<file path="config.mk">
export PLATFORM = sky130hd
export DESIGN_NAME = branch_repair_arbiter
export DESIGN_NICKNAME = d
export VERILOG_FILES = /design/src/rtl/branch_repair_arbiter_pkg.sv /design/src/rtl/bra_prio_pick.sv /design/src/rtl/branch_repair_arbiter.sv
export SDC_FILE = /design/constraint.sdc
export NUM_CORES = 1
export LEC_CHECK = 0
export ABC_AREA = 1
export CORE_UTILIZATION = 34
export DETAILED_ROUTE_END_ITERATION = 8
export GPL_ROUTABILITY_DRIVEN = 0
export GPL_TIMING_DRIVEN = 0
export MAX_ROUTING_LAYER = met4
export PLACE_DENSITY = 0.78
export SYNTH_ARGS = -nofsm -noshare
export SYNTH_HDL_FRONTEND = slang
export SYNTH_HIERARCHICAL = 1
export SYNTH_SLANG_ARGS = --single-unit
</file>
<file path="constraint.sdc">
create_clock -name clk -period 1.96 [get_ports clk]
set_input_delay 0.294 -clock clk [delete_from_list [all_inputs] [get_ports clk]]
set_output_delay 0.294 -clock clk [all_outputs]
set_load 0.01 [all_outputs]
</file>
<file path="src/rtl/branch_repair_arbiter_pkg.sv">
// branch_repair_arbiter_pkg: shared encodings, widths and helpers for the
// branch repair arbiter and its priority picker.
package branch_repair_arbiter_pkg;

  localparam int BRA_ADDR_W = 32;  // redirect address width (single word)
  localparam int BRA_CKPT_W = 16;  // checkpoint payload width
  localparam int BRA_CNT_W  = 4;   // drain counter width, covers DRAIN_CYC 1..15
  localparam int BRA_PERF_W = 32;  // width of each performance counter

  // Redirect source; numeric order matches age (CP0 is the oldest).
  typedef enum logic [1:0] {
    BRA_SRC_NONE = 2'd0,
    BRA_SRC_FBA  = 2'd1,
    BRA_SRC_SBA  = 2'd2,
    BRA_SRC_CP0  = 2'd3
  } bra_src_e;

  typedef enum logic [1:0] {
    BRA_ST_IDLE  = 2'd0,
    BRA_ST_ISSUE = 2'd1,
    BRA_ST_DRAIN = 2'd2
  } bra_state_e;

  // Stage kill mask for a source, packed as {all, exe, front}.
  function automatic logic [2:0] bra_kill_mask(input bra_src_e src);
    logic [2:0] m;
    case (src)
      BRA_SRC_FBA: m = 3'b001;
      BRA_SRC_SBA: m = 3'b011;
      BRA_SRC_CP0: m = 3'b111;
      default:     m = 3'b000;
    endcase
    return m;
  endfunction

  // Saturating increment for the performance counters.
  function automatic logic [BRA_PERF_W-1:0] bra_sat_inc(input logic [BRA_PERF_W-1:0] v);
    return (v == {BRA_PERF_W{1'b1}}) ? v : v + 1'b1;
  endfunction

endpackage

</file>
<file path="src/rtl/bra_prio_pick.sv">
// bra_prio_pick: combinational age-priority select (CP0 > SBA > FBA) with
// ack generation for the branch sources. The enables let the caller mask a
// source that may not be accepted in the current arbiter state; CP0 is never
// masked except by the caller gating the request itself.
module bra_prio_pick
  import branch_repair_arbiter_pkg::*;
(
  input  logic     fba_req_i,
  input  logic     sba_req_i,
  input  logic     cp0_req_i,
  input  logic     fba_en_i,
  input  logic     sba_en_i,
  output bra_src_e pick_o,
  output logic     fba_ack_o,
  output logic     sba_ack_o
);

  // Oldest eligible request wins; only a winning branch source is acked.
  always_comb begin
    pick_o    = BRA_SRC_NONE;
    fba_ack_o = 1'b0;
    sba_ack_o = 1'b0;
    if (cp0_req_i) begin
      pick_o = BRA_SRC_CP0;
    end else if (sba_req_i && sba_en_i) begin
      pick_o    = BRA_SRC_SBA;
      sba_ack_o = 1'b1;
    end else if (fba_req_i && fba_en_i) begin
      pick_o    = BRA_SRC_FBA;
      fba_ack_o = 1'b1;
    end
  end

endmodule

</file>
<file path="src/rtl/branch_repair_arbiter.sv">
// branch_repair_arbiter: picks the oldest repair request (CP0 > SBA > FBA),
// issues one redirect to fetch with a checkpoint restore at the handshake,
// and holds stage kills through a fixed drain window.
// Optional feature macro: BRA_PERF_CNT_EN adds PERF_cnt_o with saturating
// redirect counters and an ISSUE-cycle counter.
//
// Redirect handshake: RDR_valid_o is high for every ISSUE cycle and its
// payload (RDR_dest_o, CKPT_data_o) is held until RDR_ready_i is seen with
// it; a transfer happens on a cycle where both are high, unless a CP0 pulse
// or SBA overwrite lands in that same cycle, in which case the older
// redirect is dropped (no restore) and the new one is issued instead.
module branch_repair_arbiter
  import branch_repair_arbiter_pkg::*;
#(
  parameter int ADDR_W    = BRA_ADDR_W,
  parameter int CKPT_W    = BRA_CKPT_W,
  parameter int DRAIN_CYC = 3
) (
  input  logic              clk,
  input  logic              rst,
  input  logic              FBA_req_w_i,
  input  logic [ADDR_W-1:0] FBA_dest_w_i,
  input  logic [CKPT_W-1:0] FBA_ckpt_w_i,
  input  logic              SBA_req_w_i,
  input  logic [ADDR_W-1:0] SBA_dest_w_i,
  input  logic [CKPT_W-1:0] SBA_ckpt_w_i,
  input  logic              CP0_exc_w_i,
  input  logic [ADDR_W-1:0] CP0_dest_w_i,
  output logic              FBA_ack_w_o,
  output logic              SBA_ack_w_o,
  output logic              RDR_valid_o,
  input  logic              RDR_ready_i,
  output logic [ADDR_W-1:0] RDR_dest_o,
  output logic              CKPT_restore_o,
  output logic [CKPT_W-1:0] CKPT_data_o,
  output logic              KILL_front_o,
  output logic              KILL_exe_o,
  output logic              KILL_all_o,
  output logic              BRA_busy_o,
`ifdef BRA_PERF_CNT_EN
  output logic [127:0]      PERF_cnt_o,
`endif
  output logic [1:0]        dbg_state_o
);

  localparam logic [BRA_CNT_W-1:0] DRAIN_LOAD = BRA_CNT_W'(DRAIN_CYC - 1);

  bra_state_e          state_q, state_d;
  bra_src_e            src_q, src_d;
  logic [ADDR_W-1:0]   dest_q, dest_d;
  logic [CKPT_W-1:0]   ckpt_q, ckpt_d;
  logic [BRA_CNT_W-1:0] cnt_q, cnt_d;

  bra_src_e            pick;
  bra_src_e            kill_src;
  logic [ADDR_W-1:0]   pick_dest;
  logic [CKPT_W-1:0]   pick_ckpt;
  logic                restore;
  logic                fba_en;
  logic                sba_en;
  logic [2:0]          kill_mask;

  // FBA is only accepted from IDLE; SBA may also replace a pending FBA
  // redirect. Everything is masked while reset is held.
  assign fba_en = rst && (state_q == BRA_ST_IDLE);
  assign sba_en = rst && ((state_q == BRA_ST_IDLE) ||
                          ((state_q == BRA_ST_ISSUE) && (src_q == BRA_SRC_FBA)));

  bra_prio_pick u_pick (
    .fba_req_i (FBA_req_w_i),
    .sba_req_i (SBA_req_w_i),
    .cp0_req_i (CP0_exc_w_i && rst),
    .fba_en_i  (fba_en),
    .sba_en_i  (sba_en),
    .pick_o    (pick),
    .fba_ack_o (FBA_ack_w_o),
    .sba_ack_o (SBA_ack_w_o)
  );

  // Payload of the winning source; CP0 restores nothing, so its checkpoint is 0.
  always_comb begin
    pick_dest = '0;
    pick_ckpt = '0;
    case (pick)
      BRA_SRC_CP0: pick_dest = CP0_dest_w_i;
      BRA_SRC_SBA: begin
        pick_dest = SBA_dest_w_i;
        pick_ckpt = SBA_ckpt_w_i;
      end
      BRA_SRC_FBA: begin
        pick_dest = FBA_dest_w_i;
        pick_ckpt = FBA_ckpt_w_i;
      end
      default: ;
    endcase
  end

  // Next-state logic: a pick (capture or preemption) always lands in ISSUE;
  // otherwise ISSUE waits for fetch and DRAIN counts down to IDLE.
  always_comb begin
    state_d = state_q;
    src_d   = src_q;
    dest_d  = dest_q;
    ckpt_d  = ckpt_q;
    cnt_d   = cnt_q;
    restore = 1'b0;
    if (pick != BRA_SRC_NONE) begin
      state_d = BRA_ST_ISSUE;
      src_d   = pick;
      dest_d  = pick_dest;
      ckpt_d  = pick_ckpt;
    end else begin
      case (state_q)
        BRA_ST_ISSUE: begin
          if (RDR_ready_i) begin
            restore = 1'b1;
            cnt_d   = DRAIN_LOAD;
            state_d = BRA_ST_DRAIN;
          end
        end
        BRA_ST_DRAIN: begin
          if (cnt_q == '0) begin
            state_d = BRA_ST_IDLE;
            src_d   = BRA_SRC_NONE;
          end else begin
            cnt_d = cnt_q - 1'b1;
          end
        end
        default: ;
      endcase
    end
  end

  // FSM and capture registers.
  always_ff @(posedge clk or negedge rst) begin
    if (!rst) begin
      state_q <= BRA_ST_IDLE;
      src_q   <= BRA_SRC_NONE;
      dest_q  <= '0;
      ckpt_q  <= '0;
      cnt_q   <= '0;
    end else begin
      state_q <= state_d;
      src_q   <= src_d;
      dest_q  <= dest_d;
      ckpt_q  <= ckpt_d;
      cnt_q   <= cnt_d;
    end
  end

  // In IDLE the kills follow the pick so the capture cycle is already covered.
  assign kill_src  = (state_q == BRA_ST_IDLE) ? pick : src_q;
  assign kill_mask = bra_kill_mask(kill_src);

  assign RDR_valid_o    = (state_q == BRA_ST_ISSUE);
  assign RDR_dest_o     = dest_q;
  assign CKPT_data_o    = ckpt_q;
  assign CKPT_restore_o = restore;
  assign KILL_front_o   = kill_mask[0];
  assign KILL_exe_o     = kill_mask[1];
  assign KILL_all_o     = kill_mask[2];
  assign BRA_busy_o     = (state_q != BRA_ST_IDLE);
  assign dbg_state_o    = state_q;

`ifdef BRA_PERF_CNT_EN
  logic [BRA_PERF_W-1:0] perf_fba_q, perf_fba_d;
  logic [BRA_PERF_W-1:0] perf_sba_q, perf_sba_d;
  logic [BRA_PERF_W-1:0] perf_cp0_q, perf_cp0_d;
  logic [BRA_PERF_W-1:0] perf_stall_q, perf_stall_d;

  // Count completed redirects by source and every cycle spent waiting in ISSUE.
  always_comb begin
    perf_fba_d   = perf_fba_q;
    perf_sba_d   = perf_sba_q;
    perf_cp0_d   = perf_cp0_q;
    perf_stall_d = perf_stall_q;
    if (restore && (src_q == BRA_SRC_FBA)) perf_fba_d = bra_sat_inc(perf_fba_q);
    if (restore && (src_q == BRA_SRC_SBA)) perf_sba_d = bra_sat_inc(perf_sba_q);
    if (restore && (src_q == BRA_SRC_CP0)) perf_cp0_d = bra_sat_inc(perf_cp0_q);
    if (state_q == BRA_ST_ISSUE) perf_stall_d = bra_sat_inc(perf_stall_q);
  end

  // Performance counter registers.
  always_ff @(posedge clk or negedge rst) begin
    if (!rst) begin
      perf_fba_q   <= '0;
      perf_sba_q   <= '0;
      perf_cp0_q   <= '0;
      perf_stall_q <= '0;
    end else begin
      perf_fba_q   <= perf_fba_d;
      perf_sba_q   <= perf_sba_d;
      perf_cp0_q   <= perf_cp0_d;
      perf_stall_q <= perf_stall_d;
    end
  end

  assign PERF_cnt_o = {perf_stall_q, perf_cp0_q, perf_sba_q, perf_fba_q};
`endif

endmodule

</file>
# ---- Word-level counts from Yosys, hierarchy flattened
# Index checks and enable logic that the tools add are counted.
dict set report word_totals {
  output_inout_bits 58
  in_bits 134
  elab_cells 62
  ff_bits 56
}
dict set report op_classes {
  n_bitwise 1
  n_addsub 1
  muxes 24
  n_reduce_logical 18
  n_eq_ne 13
}
# cell n
set ops {}
lappend ops {{$pmux 32 s3} 1}
lappend ops {{$pmux 16 s2} 1}
lappend ops {{$mux 2} 8}
lappend ops {{$eq 2x2->1 const B} 5}
lappend ops {{$reduce_bool 2->1} 5}
lappend ops {{$mux 1} 9}
lappend ops {{$pmux 3 s3} 1}
lappend ops {{$eq 2x1->1 const B} 4}
lappend ops {{$mux 4} 2}
lappend ops {{$pmux 4 s2} 1}
lappend ops {{$logic_and 1x1->1} 6}
lappend ops {{$logic_not 4->1} 1}
lappend ops {{$pmux 2 s2} 1}
lappend ops {{$reduce_and 4->1} 1}
lappend ops {{$sub 4x1->4 const B} 1}
lappend ops {{$ne 3x1->1 const B} 1}
lappend ops {{$ne 3x3->1 const B} 1}
lappend ops {{$reduce_and 3->1} 1}
lappend ops {{$reduce_bool 3->1} 1}
lappend ops {{$logic_not 2->1} 1}
lappend ops {{$ne 2x1->1 const B} 1}
lappend ops {{$ne 2x2->1 const B} 1}
lappend ops {{$reduce_and 2->1} 1}
lappend ops {{$logic_or 1x1->1} 1}
lappend ops {{$not 1->1} 1}

# ---- Logic depth before layout (Yosys ltp)
dict set report depth {
  depth_word 10
  depth_mapped 14
  mapped_depth_nobuf 13
}

# ---- By module
# Netlist, hierarchy kept.
# module seq_area_each_um2 area_per_inst_um2 cells_each instances
set by_module_without_submodules {}
lappend by_module_without_submodules {branch_repair_arbiter 1401.3 3025.4 377 1}
lappend by_module_without_submodules {bra_prio_pick 0.0 41.3 9 1}

# ---- Worst setup path after synthesis
# OpenSTA, ideal clock, no wires.
dict set report synth_path {
  kind {reg2reg}
  from {register state_q[1] (netlist: dbg_state_o[1])}
  to {register dest_q[11] (netlist: RDR_dest_o[11])}
  arrival_time_ns 1.839
  setup_ns 0.121
  t_required_ns 1.839
  stages_incl_launch_ff 15
  path_buffers 2
  period_less_slack_ns 1.960
  path_slack_ns 0.000
  cell_sequence {dfrtp_1 -> inv_2 -> nand2_1 -> nor2_1 -> nand2_1 -> inv_1 -> nand2_1 -> nand2_1 -> inv_1 -> ha_1 -> buf_4 -> buf_2 -> nand2_1 -> nand3_1 -> a22o_1}
}
dict set report synth_via {
  word_cells_on_any_way 16
  classes_between {eq/ne (4); mux (4); reduce/logical (8)}
}
# element line_no
set synth_lines {}
lappend synth_lines {{start: declaration} branch_repair_arbiter.sv:48} ;# bra_state_e state_q, state_d;
lappend synth_lines {{start signal: assignment} branch_repair_arbiter.sv:143} ;# state_q <= state_d;
lappend synth_lines {{$logic_not 2->1 *} branch_repair_arbiter.sv:65} ;# assign fba_en = rst && (state_q == BRA_ST_IDLE);
lappend synth_lines {{$logic_and 1x1->1 *} branch_repair_arbiter.sv:65}
lappend synth_lines {{named net fba_en} branch_repair_arbiter.sv:59} ;# logic fba_en;
lappend synth_lines {{$logic_and 1x1->1 *} bra_prio_pick.sv:28} ;# end else if (fba_req_i && fba_en_i) begin
lappend synth_lines {{$mux 1 *} bra_prio_pick.sv:28}
lappend synth_lines {{$mux 2 *} bra_prio_pick.sv:25} ;# end else if (sba_req_i && sba_en_i) begin
lappend synth_lines {{$mux 2 *} bra_prio_pick.sv:23} ;# if (cp0_req_i) begin
lappend synth_lines {{named net pick[0]} branch_repair_arbiter.sv:54} ;# bra_src_e pick;
lappend synth_lines {{$eq 2x1->1 / $eq 2x2->1 (equally long branches)} branch_repair_arbiter.sv:84} ;# case (pick)
lappend synth_lines {{$pmux 32 s3} branch_repair_arbiter.sv:84}
lappend synth_lines {{end signal: assignment} branch_repair_arbiter.sv:145} ;# dest_q <= dest_d;
lappend synth_lines {{end: declaration} branch_repair_arbiter.sv:50} ;# logic [ADDR_W-1:0] dest_q, dest_d;
# Mark *: on every way through the listed nets, which the timed path passes. The rest lies on a longest branch.
# A chain may end at the register's enable or synchronous reset.

# ---- Worst setup path in the final report
dict set report layout_path {
  from {register state_q[1] (netlist: dbg_state_o[1])}
  to {output CKPT_restore_o}
}
dict set report layout_via {
  word_cells_on_any_way 14
  classes_between {eq/ne (1); mux (5); reduce/logical (8)}
}
# element line_no
set layout_lines {}
lappend layout_lines {{$logic_not 2->1} branch_repair_arbiter.sv:65}
lappend layout_lines {{$logic_and 1x1->1} branch_repair_arbiter.sv:65}
lappend layout_lines {{named net fba_en} branch_repair_arbiter.sv:59}
lappend layout_lines {{$logic_and 1x1->1} bra_prio_pick.sv:28}
lappend layout_lines {{$mux 1} bra_prio_pick.sv:28}
lappend layout_lines {{$mux 2} bra_prio_pick.sv:25}
lappend layout_lines {{$mux 2} bra_prio_pick.sv:23}
lappend layout_lines {{named net pick[0]} branch_repair_arbiter.sv:54}
lappend layout_lines {{$reduce_bool 2->1} branch_repair_arbiter.sv:107} ;# if (pick != BRA_SRC_NONE) begin
lappend layout_lines {{$mux 1} branch_repair_arbiter.sv:107}
lappend layout_lines {{end: declaration} branch_repair_arbiter.sv:34} ;# output logic CKPT_restore_o,
# The timed path passes the listed nets, and every way through them passes these cells.

==> impl_metrics.json <==
{
  "outcome": "finished, violations left",
  "violations": "negative setup slack",
  "synthCells": 386,
  "leakagePower_nw": 2.91,
  "clock-root-buffer": "clkbuf_8",
  "ff2ff_path_depth": 14,
  "cts_buffers": 5,
  "p_seq_share_pct": 33.7,
  "ys_top_cells_by_count": "nand2_1 (169), dfrtp_1 (56), a22o_1 (48), nand3_1 (33), buf_2 (19)",
  "yosysMostFrequentCell": "nand2_1",
  "diodes": 0,
  "synth_top_area_cell": "dfrtp_1",
  "hold_ws_ns": 0.0119,
  "crit_path_max_incr_delay_ns": 0.44,
  "ff2ff_setup_slack_ns": -0.12,
  "slew_violations": 0,
  "critPathKind": "reg -> out",
  "stdcell_count": 715,
  "setup_viol": 41,
  "r2r-start": "dbg_state_o[1]",
  "synthDistinctLibCells": 19,
  "synth_edf_count": 0,
  "ir_drop_uv": 363,
  "drt_first_iter_violations": 129,
  "required_ns": 1.67,
  "top_usage_layer": "met2",
  "setup_ws_ns": -0.143,
  "drc_errors": 0,
  "crit_fanout": 5,
  "worst_pin_slew_ns": 0.319,
  "first_pass_iters": 6,
  "grtUsageMet1_pct": 26.7,
  "powerDensity_nw_per_um2": 739,
  "pwr-share-clk_pct": 20.0,
  "placed_cells": 686,
  "period_share_pct": 107,
  "cts_tree": "built",
  "grt_pass1_vias": 3542,
  "initial_core_util_pct": 35.2,
  "cts.sinks": 56,
  "p_int_mw": 2.97,
  "die_height_um": 97.0,
  "preCtsSetupSlack_ns": -1.40,
  "io_buffer_count": 191,
  "max_freq_mhz": 475,
  "hold_viol_final": 0,
  "worstPathArrival_ns": 1.81,
  "synth.area.top_cells": "dfrtp_1 (46%), nand2_1 (21%), a22o_1 (14%)",
  "reg2reg_to": "RDR_dest_o[12]",
  "fin_crit_ns": 2.10,
  "grt_pass1_wl_um": 17000,
  "syn-num-nets": 526,
  "power_frac_comb_pct": 46.3,
  "switching_share_pct": 32.9,
  "grt_setup_unrepaired": "yes",
  "via_per_inst": 4.99,
  "ys.flop_type": "dfrtp_1",
  "fillers": 657,
  "skew_ns": 0.0133,
  "area_growth_pct": 95.4,
  "ys_seq_elements": 56,
  "yosysSeqAreaShare_pct": 45.7,
  "power_switching_mw": 1.46,
  "grt_use_met2_pct": 41.0,
  "worstPathCellList": "inv_4 -> nand2_4 -> nor2_1 -> nand2_1 -> inv_1 -> nand2_2 -> nand2_4 -> inv_6 -> ha_4 -> buf_6 -> inv_2 -> nor2_1 -> buf_2",
  "drive_above_1_share_pct": 21.7,
  "wl_per_cell_um": 16.3,
  "grt-ovfl-total": 0,
  "crit_family": "buffers and inverters",
  "end_kind": "output port",
  "grt_usage_pct": 23.1,
  "rows": 34,
  "synthArstFlopShare_pct": 100,
  "worstHoldPathType": "in -> async",
  "grt_max_degree": 30,
  "clk_path_buf_depth": 2,
  "h-tree-depth": 2,
  "syn_area_um2": 3070,
  "ios": 192,
  "totalWireLength_um": 11600,
  "path_buf_inv": 6,
  "core_area_um2": 8720,
  "dp_hpwl_um": 7990,
  "antenna_found_initial": 0,
  "layout.nets": 747,
  "cpMaxStageDelayCell": "dfrtp_2",
  "synth_top_area_share_pct": 45.7,
  "clk_latency_ns": 0.32,
  "cts.reportedPaths.clkPinSlew_ns": 0.10,
  "start_kind": "register",
  "cap_viol_max_count": 0,
  "yosysWarnings": 6,
  "slew_headroom_pct": 78.6,
  "num_vias": 3565,
  "avgSynthCellArea_um2": 7.94,
  "ant_nets": 0,
  "die-area_um2": 9400,
  "die_w_um": 97.0,
  "grt.met3_usage_pct": 4.77
}
## cell usage in the layout, fill, tap and decap left out, types with 2 or more instances in the layout
master / netlist / routed
a22o_1: 48 / 48
buf_12: 0 / 7
buf_2: 19 / 11
buf_4: 4 / 13
buf_6: 0 / 9
buf_8: 0 / 5
bufinv_16: 0 / 2
clkbuf_16: 0 / 3
clkbuf_8: 0 / 5
clkdlybuf4s50_1: 0 / 184
dfrtp_1: 56 / 54
dfrtp_2: 0 / 2
dlygate4sd2_1: 0 / 3
ha_1: 6 / 3
ha_4: 0 / 3
inv_1: 17 / 13
inv_2: 2 / 4
nand2_1: 169 / 136
nand2_2: 2 / 19
nand2_4: 0 / 16
nand3_1: 33 / 12
nand3_2: 2 / 23
nor2_1: 15 / 13
nor2_2: 2 / 2
nor2_4: 0 / 2
o21ai_0: 3 / 2
o21ai_1: 3 / 3
o22ai_1: 2 / 2
## power groups by stage
stage	sequential [mW]	combinational, mW	clock (mW)
3_3_place_gp	1.50	1.68	0
2_1_floorplan	1.57	0.714	0
5_1_grt	1.51	2.20	0.949
4_1_cts	1.49	1.83	0.897
6_report	1.49	2.05	0.883
3_5_place_dp	1.51	1.73	0
## routing by layer
| metal | wire (µm) | vias to the layer above |
|---|---|---|
| li1 | - | 1706 |
| met1 | 4660 | 1709 |
| met5 | 0 | - |
| met3 | 643 | 19 |
| met4 | 191 | 0 |
| met2 | 6130 | 131 |
## cells by family (layout without fill, tap and decap cells)
| group | after synthesis | count (layout) | share of synthesized area, % |
|---|---|---|---|
| flip-flops | 56 | 56 | 45.7 |
| adder cells (fa/ha/maj) | 6 | 6 | 2.45 |
| buffers and inverters | 42 | 263 | 6.41 |
| AO/OA/AOI/OAI | 58 | 58 | 15.5 |
| AND/OR/NAND/NOR | 224 | 224 | 29.9 |
## stage by stage
step	setup TNS, ns	total power, mW	util (%)	area, µm²
finish	-2.84	4.43	68.7	5990
global route	-7.32	4.66	68.7	5990
CTS	-0.981	4.22	62.8	5480
detailed placement	-57.57	3.23	58.8	5130
global placement	-223.45	3.17	58.7	5110
floorplan	0	2.29	-	3070
## cell type report
class	count	area [µm²]	area share, %
Clock buffer	5	68.8	1.15
Tap cell	108	135	2.25
Multi-Input combinational cell	288	1800	30.0
Timing Repair Buffer	214	2220	37.1
Sequential cell	56	1400	23.4
Buffer	23	229	3.82
Clock inverter	2	60.1	1.00
Inverter	19	78.8	1.32
## worst reg2reg max path, cell delays in order (launching register included)
cell     delay, ns
dfrtp_2       0.44
inv_4         0.07
nand2_4       0.04
a21oi_2       0.11
nand2_2       0.10
nand2_2       0.11
nand2_4       0.07
buf_4         0.13
buf_6         0.12
ha_4          0.17
buf_12        0.15
buf_8         0.14
nand2_1       0.07
nand3_1       0.08
a22o_1        0.19
## repair_timing
item / 4_1_cts / 5_1_grt
setup endpoints to repair: 62 / 59
buffers inserted: 7 / 8
pin swaps: 5 / 28
endpoints found under the hold margin: 29 / 0
gates cloned: 0 / 3
resized for setup: 53 / 93
hold buffers: 4 / 0
## registers in the layout (all words and copies together) (netlist names)
signal and cells:
src_q 2, CKPT_data_o 16, cnt_q 4, RDR_dest_o 32, dbg_state_o 2
## how the worst max path moves through the flow
stage / startpoint / endpoint / slack [ns] / depth (start not counted)
after floorplan: dbg_state_o[1] / RDR_dest_o[11] / 0.02 / 14
after detailed placement: rst / CKPT_restore_o / -1.40 / 13
after global placement: rst / CKPT_restore_o / -2.99 / 12
final: dbg_state_o[1] / CKPT_restore_o / -0.14 / 13
after global routing: dbg_state_o[1] / CKPT_restore_o / -0.24 / 13
after CTS: dbg_state_o[1] / CKPT_restore_o / -0.14 / 12
Power figures use the tool's default switching activity.
